File: src/rtl/serial_proto_pkg.sv
// serial_proto_pkg: FSM states, opcodes and response sizes for the serial command protocol
package serial_proto_pkg;
  typedef enum logic [2:0] {IDLE, TX_OP, TX_OP_GAP, TX_ARG, TX_ARG_GAP, RECV, FINISH} state_t;
  localparam logic [7:0] OP_VERSION       = 8'd0;
  localparam logic [7:0] OP_SET_DEAD      = 8'd1;
  localparam logic [7:0] OP_SET_FIRE      = 8'd2;
  localparam logic [7:0] OP_TOGGLE_OUT    = 8'd3;
  localparam logic [7:0] OP_TOGGLE_CLKSRC = 8'd4;
  localparam logic [7:0] OP_SET_PHASE     = 8'd5;
  localparam logic [7:0] OP_SET_MASK1     = 8'd6;
  localparam logic [7:0] OP_SET_MASK2     = 8'd7;
  localparam logic [7:0] OP_PASSTHRU      = 8'd8;
  localparam logic [7:0] OP_READ_HIST     = 8'd10;
  localparam logic [7:0] OP_TOGGLE_VETO   = 8'd11;
  localparam logic [7:0] OP_RESET_PLL     = 8'd13;
  localparam logic [7:0] OP_SET_VETO_CYC  = 8'd14;
  localparam logic [7:0] OP_CLK_AS_INPUT  = 8'd15;
  localparam int HIST_RESP_BYTES = 128;
endpackage

File: src/rtl/resp_word_packer.sv
// resp_word_packer: packs response bytes little-endian into 32-bit words, flushing a zero-padded partial word on the last byte
module resp_word_packer (
  input  logic        clk,
  input  logic        reset_n,
  input  logic        i_clear,
  input  logic        i_valid,
  input  logic [1:0]  i_lane,
  input  logic        i_last,
  input  logic [7:0]  i_byte,
  output logic        o_word_valid,
  output logic [31:0] o_word_data,
  output logic [6:0]  o_word_index
);
  logic [31:0] r_acc;
  logic [6:0]  r_idx;
  logic [31:0] w_acc;
  logic        w_flush;

  assign w_acc   = r_acc | (32'(i_byte) << {i_lane, 3'b000});
  assign w_flush = i_valid && (i_lane == 2'd3 || i_last);

  always_ff @(posedge clk or negedge reset_n) begin
    if (!reset_n) begin
      r_acc        <= '0;
      r_idx        <= '0;
      o_word_valid <= 1'b0;
      o_word_data  <= '0;
      o_word_index <= '0;
    end else begin
      o_word_valid <= w_flush;
      if (w_flush) begin
        o_word_data  <= w_acc;
        o_word_index <= r_idx;
      end
      r_acc <= (i_clear || w_flush) ? '0 : i_valid ? w_acc : r_acc;
      r_idx <= i_clear ? '0 : w_flush ? r_idx + 7'd1 : r_idx;
    end
  end
endmodule

File: src/rtl/serial_cmd_initiator.sv
// serial_cmd_initiator: sends an opcode and optional argument byte over UART,
// then collects the response and emits it as little-endian 32-bit words
module serial_cmd_initiator
  import serial_proto_pkg::*;
#(
  parameter int TIMEOUT_CYCLES = 5000000,
  parameter int MAX_RESP_BYTES = 288
) (
  input  logic        clk,
  input  logic        reset_n,
  input  logic        cmd_valid,
  output logic        cmd_ready,
  input  logic [7:0]  cmd_opcode,
  input  logic [7:0]  cmd_arg,
  input  logic        cmd_has_arg,
  input  logic [8:0]  cmd_resp_len,
  input  logic        txBusy,
  output logic        txStart,
  output logic [7:0]  txData,
  input  logic        rxReady,
  input  logic [7:0]  rxData,
  output logic        word_valid,
  output logic [31:0] word_data,
  output logic [6:0]  word_index,
  output logic        done,
  output logic        timeout,
  output logic        busy
);
  localparam logic [22:0] TO_LAST = 23'(TIMEOUT_CYCLES - 1);
  localparam logic [8:0]  LEN_MAX = 9'(MAX_RESP_BYTES);

  state_t      r_state, w_next, w_post;
  logic [7:0]  r_opcode, r_arg, w_tx_data;
  logic        r_has_arg;
  logic [8:0]  r_resp_len, r_byte_cnt;
  logic [22:0] r_to_cnt;
  logic        w_accept, w_rx, w_last, w_expire, w_tx_start, w_done;

  assign w_accept = r_state == IDLE && cmd_valid && cmd_ready;
  assign w_rx     = r_state == RECV && rxReady;
  assign w_last   = w_rx && r_byte_cnt == r_resp_len - 9'd1;
  // a byte arriving on the expiry cycle wins over the timeout
  assign w_expire = r_state == RECV && !rxReady && r_to_cnt == TO_LAST;
  assign w_post   = r_resp_len != '0 ? RECV : FINISH;

  always_ff @(posedge clk or negedge reset_n) begin
    if (!reset_n) r_state <= IDLE;
    else r_state <= w_next;
  end

  always_comb begin
    w_next = r_state;
    case (r_state)
      IDLE:       w_next = w_accept ? TX_OP : IDLE;
      TX_OP:      w_next = txBusy ? TX_OP : TX_OP_GAP;
      TX_OP_GAP:  w_next = r_has_arg ? TX_ARG : w_post;
      TX_ARG:     w_next = txBusy ? TX_ARG : TX_ARG_GAP;
      TX_ARG_GAP: w_next = w_post;
      RECV:       w_next = w_last ? FINISH : w_expire ? IDLE : RECV;
      FINISH:     w_next = IDLE;
      default:    w_next = IDLE;
    endcase
  end

  always_comb begin
    w_tx_start = (r_state == TX_OP || r_state == TX_ARG) && !txBusy;
    w_tx_data  = r_state == TX_ARG ? r_arg : r_opcode;
    w_done     = r_state == FINISH;
  end

  always_ff @(posedge clk or negedge reset_n) begin
    if (!reset_n) begin
      cmd_ready  <= 1'b1;
      busy       <= 1'b0;
      txStart    <= 1'b0;
      txData     <= '0;
      done       <= 1'b0;
      timeout    <= 1'b0;
      r_opcode   <= '0;
      r_arg      <= '0;
      r_has_arg  <= 1'b0;
      r_resp_len <= '0;
      r_byte_cnt <= '0;
      r_to_cnt   <= '0;
    end else begin
      cmd_ready <= w_next == IDLE;
      busy      <= w_next != IDLE;
      txStart   <= w_tx_start;
      if (w_tx_start) txData <= w_tx_data;
      done      <= w_done;
      timeout   <= w_expire;
      if (w_accept) begin
        r_opcode   <= cmd_opcode;
        r_arg      <= cmd_arg;
        r_has_arg  <= cmd_has_arg;
        r_resp_len <= cmd_resp_len > LEN_MAX ? LEN_MAX : cmd_resp_len;
        r_byte_cnt <= '0;
        r_to_cnt   <= '0;
      end else if (w_rx) begin
        r_byte_cnt <= r_byte_cnt + 9'd1;
        r_to_cnt   <= '0;
      end else if (r_state == RECV && r_to_cnt != '1) begin
        r_to_cnt <= r_to_cnt + 23'd1;
      end
    end
  end

  resp_word_packer u_packer (
    .clk          (clk),
    .reset_n      (reset_n),
    .i_clear      (w_accept || w_expire),
    .i_valid      (w_rx),
    .i_lane       (r_byte_cnt[1:0]),
    .i_last       (w_last),
    .i_byte       (rxData),
    .o_word_valid (word_valid),
    .o_word_data  (word_data),
    .o_word_index (word_index)
  );
endmodule

File: config.mk
export PLATFORM = sky130hd
export DESIGN_NAME = serial_cmd_initiator
export DESIGN_NICKNAME = d
export VERILOG_FILES = /design/src/rtl/serial_proto_pkg.sv /design/src/rtl/resp_word_packer.sv /design/src/rtl/serial_cmd_initiator.sv
export SDC_FILE = /design/constraint.sdc
export NUM_CORES = 1
export LEC_CHECK = 0
export ABC_AREA = 1
export CAP_MARGIN = 25
export CORE_UTILIZATION = 40
export DETAILED_ROUTE_END_ITERATION = 7
export SYNTH_ARGS = -nofsm -noshare
export SYNTH_HDL_FRONTEND = slang
export SYNTH_SLANG_ARGS = --single-unit
File: constraint.sdc
create_clock -name clk -period 1.81 [get_ports clk]
set_input_delay 0.2715 -clock clk [delete_from_list [all_inputs] [get_ports clk]]
set_output_delay 0.2715 -clock clk [all_outputs]
set_load 0.02 [all_outputs]
Word level (Yosys, flattened, before mapping)
Cells that the tools add are included.
W data, S select, Z words.
- add/subtract/negate cells: 4
- order comparisons: 1
- equal/unequal tests: 10
- shift operators: 1
- multiplexer cells: 19
- bitwise logic cells: 1
- reduce and logical (&&, ||, !) cells: 23
- operator list (operator ; count):
    $mux W23 ; 3
    $mux W32 ; 2
    $or A32 B32 Y32 ; 1
    $shl A8 B5 Y32 ; 1
    $mux W9 ; 3
    $add A23 B1 Y23 const B ; 1
    $eq A23 B23 Y1 const B ; 1
    $ne A23 B23 Y1 const B ; 1
    $pmux W3 S6 ; 1
    $mux W7 ; 2
    $mux W3 ; 4
    $add A9 B1 Y9 const B ; 1
    $eq A3 B3 Y1 const B ; 3
    $eq A9 B9 Y1 ; 1
    $gt A9 B9 Y1 const B ; 1
    $logic_and A1 B1 Y1 ; 9
    $reduce_bool A9 Y1 ; 1
    $sub A9 B1 Y9 const B ; 1
    $mux W8 ; 1
    $add A7 B1 Y7 const B ; 1
    $eq A3 B2 Y1 const B ; 2
    $logic_not A3 Y1 ; 2
    $reduce_bool A2 Y1 ; 3
    $reduce_bool A3 Y1 ; 2
    other kinds (6) ; 11
- bits in registers: 153
- input port bits: 39
- output and inout bits: 53
- logic and storage cells: 77

Longest topological paths before layout
- depth in word-level cells: 7
- depth in mapped cells: 15
- mapped depth without buffers: 14

By module
A second synthesis with hierarchy kept.
- cell total of the unflattened synthesis: 899
- area total of the unflattened synthesis: 7417.1 µm²
- modules (own cells, without submodules) (module ; instances ; cells each ; area each (µm²) ; sequential area each (µm²)):
    serial_cmd_initiator ; 1 ; 540 ; 4071.4 ; 1853.0
    resp_word_packer ; 1 ; 359 ; 3345.7 ; 1976.9

Worst setup path before layout
No wires, ideal clock.
- path kind: register to register
- start point: reg r_resp_len[0]
- end point: reg u_packer.o_word_data[20]
- library setup time: 123 ps
- arrival time: 1801 ps
- data required time: 1687 ps
- path slack: -115 ps
- cell stages (with the launch flop): 14
- buffers on the path: 2
- period minus slack after synthesis: 1925 ps
- cells stage by stage: dfrtp_1 inv_1 ha_1 nand2_1 nor2_1 nand3_2 nand3_1 nand3_1 nor2_1 nand2_2 buf_4 buf_6 nand3_1 nand2_1
- longest elaborated chain between the ends: 5
- ends and longest elaborated chain (element ; line ; source):
    start, declared ; serial_cmd_initiator.sv:35 ; logic [8:0] r_resp_len, r_byte_cnt;
    start signal, assigned ; serial_cmd_initiator.sv:96 ; r_resp_len <= cmd_resp_len > LEN_MAX ? LEN_MAX : cmd_resp_len;
    $sub A9 B1 Y9 ; serial_cmd_initiator.sv:41 ; assign w_last = w_rx && r_byte_cnt == r_resp_len - 9'd1;
    $eq A9 B9 Y1 ; serial_cmd_initiator.sv:41 ;
    $logic_and A1 B1 Y1 ; serial_cmd_initiator.sv:41 ;
    $logic_or A1 B1 Y1 ; resp_word_packer.sv:20 ; assign w_flush = i_valid && (i_lane == 2'd3 || i_last);
    $logic_and A1 B1 Y1 ; resp_word_packer.sv:20 ;
    end signal, assigned ; resp_word_packer.sv:32 ; o_word_data <= w_acc;
    end, declared ; resp_word_packer.sv:11 ; output logic [31:0] o_word_data,
No other way between the ends.
A chain may end at the register's enable or synchronous reset.

Worst setup path in the final report
- start point: reg r_resp_len[1]
- end point: reg u_packer.o_word_index[4]
- longest elaborated chain between the ends: 5
- ends and longest elaborated chain (element ; line ; source):
    $sub A9 B1 Y9 ; serial_cmd_initiator.sv:41 ;
    $eq A9 B9 Y1 ; serial_cmd_initiator.sv:41 ;
    $logic_and A1 B1 Y1 ; serial_cmd_initiator.sv:41 ;
    $logic_or A1 B1 Y1 ; resp_word_packer.sv:20 ;
    $logic_and A1 B1 Y1 ; resp_word_packer.sv:20 ;
    end signal, assigned ; resp_word_packer.sv:33 ; o_word_index <= r_idx;
    end, declared ; resp_word_packer.sv:12 ; output logic [6:0] o_word_index
No other way between the ends.

==> impl_metrics.csv <==
group,metric,value,unit
setup_path,crit_type,"reg -> reg",
synth,synth_area_leaders,"dfrtp_1, nand2_1, nor2_1, nand3_1, o21ai_0",
route,dr.pass1.iters,5,
flow_run,drv_cap,0,
sta,setup_ws,-0.119,ns
route,vias,6656,
setup_path,crit_fanout,8,
place,place_ws,-0.307,ns
floorplan,die_w,137,um
setup_path,arrival,2.24,ns
clock_network,htreeDepth,4,
clock_network,tritoncts,"built",
sta,final_max_slew_viol_count,0,
sta,fmaxAchievable,518,MHz
synth,synth_seq_cells,153,
final_layout,fin_util,56.0,%
sta,relSlewSlack,74.0,%
floorplan,die_area,18800,um2
pwr,internal_power,8770,uW
synth,syn_area_per_cell,8.02,um2
synth,synth_edf_count,0,
clock_network,clkSinkCount,153,
synth,synth_cells,910,
synth,syn_area,7300,um2
floorplan,start_util,40.8,%
place,portBuffers,91,
synth,async_flop_share,100,%
run_status,violations,"negative setup slack",
place,gp_congestion,0.834,
route,drcViolationCount,0,
floorplan,row_count,49,
setup_path,worst_ep_required_time,2.12,ns
final_layout,fin_nets,1123,
pwr,p_switching,5170,uW
grt,grt.total_usage,21.3,%
synth,syn_nets,953,
grt,grt_pass1_vias,6272,
pwr,cellPowerDensity,1390,nW/um2
synth,ys_warn_count,0,
pwr,power_frac_clock,25.0,%
sta,tightest_slew,0.391,ns
route,routed_wl,18800,um
route,wire_per_inst,14.3,um
floorplan,ioPinCount,92,
clock_network,clock-root-buffer,"clkbuf_16",
route,drt_iter0_drc,382,
setup_path,critPathLaunchType,"flip-flop",
floorplan,die_h,137,um
sta,period_needed,1.93,ns
final_layout,fin_area,10000,um2
synth,synth.most_common_cell,"nand2_1",
place,dpl_cell_area,9080,um2
pwr,swShare,37.1,%
place,place_hpwl,13000,um
route,viasPerCell,5.03,
synth,yosysTopAreaCellShare,52.1,%
synth,ys_types,37,
grt,grt_max_degree,61,
sta,rsz0062_at_grt,"true",
hold_path,hp-class,"in -> async",
setup_path,end_kind,"flip-flop",
pwr,irDropWorstVdd,0.824,mV
clock_network,cts_buffers,17,
final_layout,area_growth,37.3,%
floorplan,fp.coreArea,17900,um2
final_layout,drive_gt1_share,19.9,%
route,ant_nets,0,
clock_network,clk_latency,0.43,ns
grt,grt.overflow.total,0,
clock_network,cts.clk_slew.worst_paths,0.07,ns
pwr,p_leak,0.00487,uW
sta,setup_viol,82,
sta,period_share,107,%
grt,grt_pass1_wl,30900,um
synth,synth_seq_area_share,52.5,%
synth,synth_common_cells,"nand2_1, dfrtp_1, nor2_1",
sta,skew,0.0127,ns
final_layout,antenna_cells,0,
run_status,status,"finished, violations left",
synth,ys.flop_type,"dfrtp_1",
pwr,p_seq_share,36.3,%
grt,antenna_found_initial,0,
pwr,combPwrFrac,38.6,%
sta,finalHoldViolations,0,
synth,synth_area_leader_cell,"dfrtp_1",
clock_network,ctsLongestPathBuffers,2,
-- worst max-delay path: stages, from the launching register on --
cell	delay, ns
dfrtp_1	0.38
inv_2	0.08
ha_4	0.16
nand2_4	0.06
nor2_2	0.11
nand3_2	0.08
buf_4	0.15
a21oi_2	0.14
nor2_2	0.08
nand2_4	0.12
nand2_8	0.09
buf_12	0.15
buf_12	0.13
nand2_1	0.05
nand2_1	0.04
-- power by group through the flow --
stage | clock, uW | sequential (uW) | combinational, uW
5_1_grt | 3720 | 5180 | 6000
3_5_place_dp | 0 | 5080 | 5030
2_1_floorplan | 0 | 5370 | 2480
6_report | 3490 | 5060 | 5390
3_3_place_gp | 0 | 5060 | 4960
4_1_cts | 3560 | 5030 | 5170
-- final timing paths --
path	to	depth (start not counted)	slack, ns	startpoint
setup / recovery	u_packer.o_word_index[4]	14	-0.12	r_resp_len[1]
hold / removal	r_to_cnt[9]	2	0.24	reset_n
setup reg to reg	u_packer.o_word_index[4]	14	-0.12	r_resp_len[1]
hold reg to reg	r_arg[1]	2	0.48	r_arg[1]
max in group asynchronous	cmd_ready	3	0.97	reset_n
min in group clk	r_arg[4]	3	0.38	cmd_arg[4]
-- sequential cells by signal, indices dropped and copies added (netlist names), 3 cells and up --
register               count
r_arg                      8
r_byte_cnt                 9
r_opcode                   8
r_resp_len                 9
r_state                    3
r_to_cnt                  23
txData                     8
u_packer.o_word_data      32
u_packer.o_word_index      7
u_packer.r_acc            32
u_packer.r_idx             7
-- cell usage in the layout (no fill, tap or decap), drive strengths merged, types with 2 or more instances in the layout --
| cell | Yosys | routed |
|---|---|---|
| clkinv | 1 | 5 |
| nand4 | 18 | 18 |
| o22ai | 2 | 2 |
| a31oi | 3 | 3 |
| buf | 17 | 99 |
| nand3 | 79 | 79 |
| clkinvlp | 0 | 4 |
| ha | 4 | 4 |
| xor2 | 13 | 13 |
| a21oi | 54 | 54 |
| nand2 | 214 | 214 |
| inv | 74 | 79 |
| clkdlybuf4s50 | 0 | 89 |
| nor3 | 49 | 49 |
| o21ai | 80 | 80 |
| clkbuf | 22 | 18 |
| dfrtp | 152 | 152 |
| nor2 | 118 | 118 |
-- logic make-up after synthesis --
family / synth area share, %
flip-flops: 52.5
XOR/XNOR: 1.68
buffers and inverters: 6.50
AO/OA/AOI/OAI: 10.1
AND/OR/NAND/NOR: 28.5
adder cells (fa/ha/maj): 0.686
-- per-stage QoR --
step           power, uW  hold slack (ns)  cells  setup TNS (ns)
6_report           13900            0.244   1322           -4.69
5_1_grt            14900            0.258   1322          -13.48
4_1_cts            13800            0.241   1319           -7.44
3_5_place_dp       10100            0.131   1280          -21.65
3_3_place_gp       10000            0.128   1280          -15.05
2_1_floorplan       7850          -0.0241    910               0
-- routing by layer --
layer | vias up | track usage, % | share of wire (%)
met5 | - | 0 | 0
met4 | 0 | 5.86 | 0.98
li1 | 3345 | - | -
met2 | 127 | 33.0 | 48
met1 | 3170 | 30.1 | 48
met3 | 14 | 4.19 | 3.3
-- area by class of cell --
| class | instances | area [um2] |
|---|---|---|
| Clock inverter | 14 | 138 |
| Sequential cell | 153 | 3840 |
| Tap cell | 229 | 287 |
| Clock buffer | 18 | 439 |
| Fill cell | 1663 | 7880 |
| Timing Repair Buffer | 190 | 1780 |
| Multi-Input combinational cell | 643 | 3260 |
| Inverter | 75 | 285 |
-- repair_timing --
action / 4_1_cts / 5_1_grt
setup endpoints to repair: 105 / 108
pin swaps: 7 / 17
hold buffers: 1 / 0
resized for setup: 43 / 65
cloned: 1 / 0
hold endpoints to repair: 19 / 0
buffers inserted: 5 / 3
(Power assumes the default switching activity.)
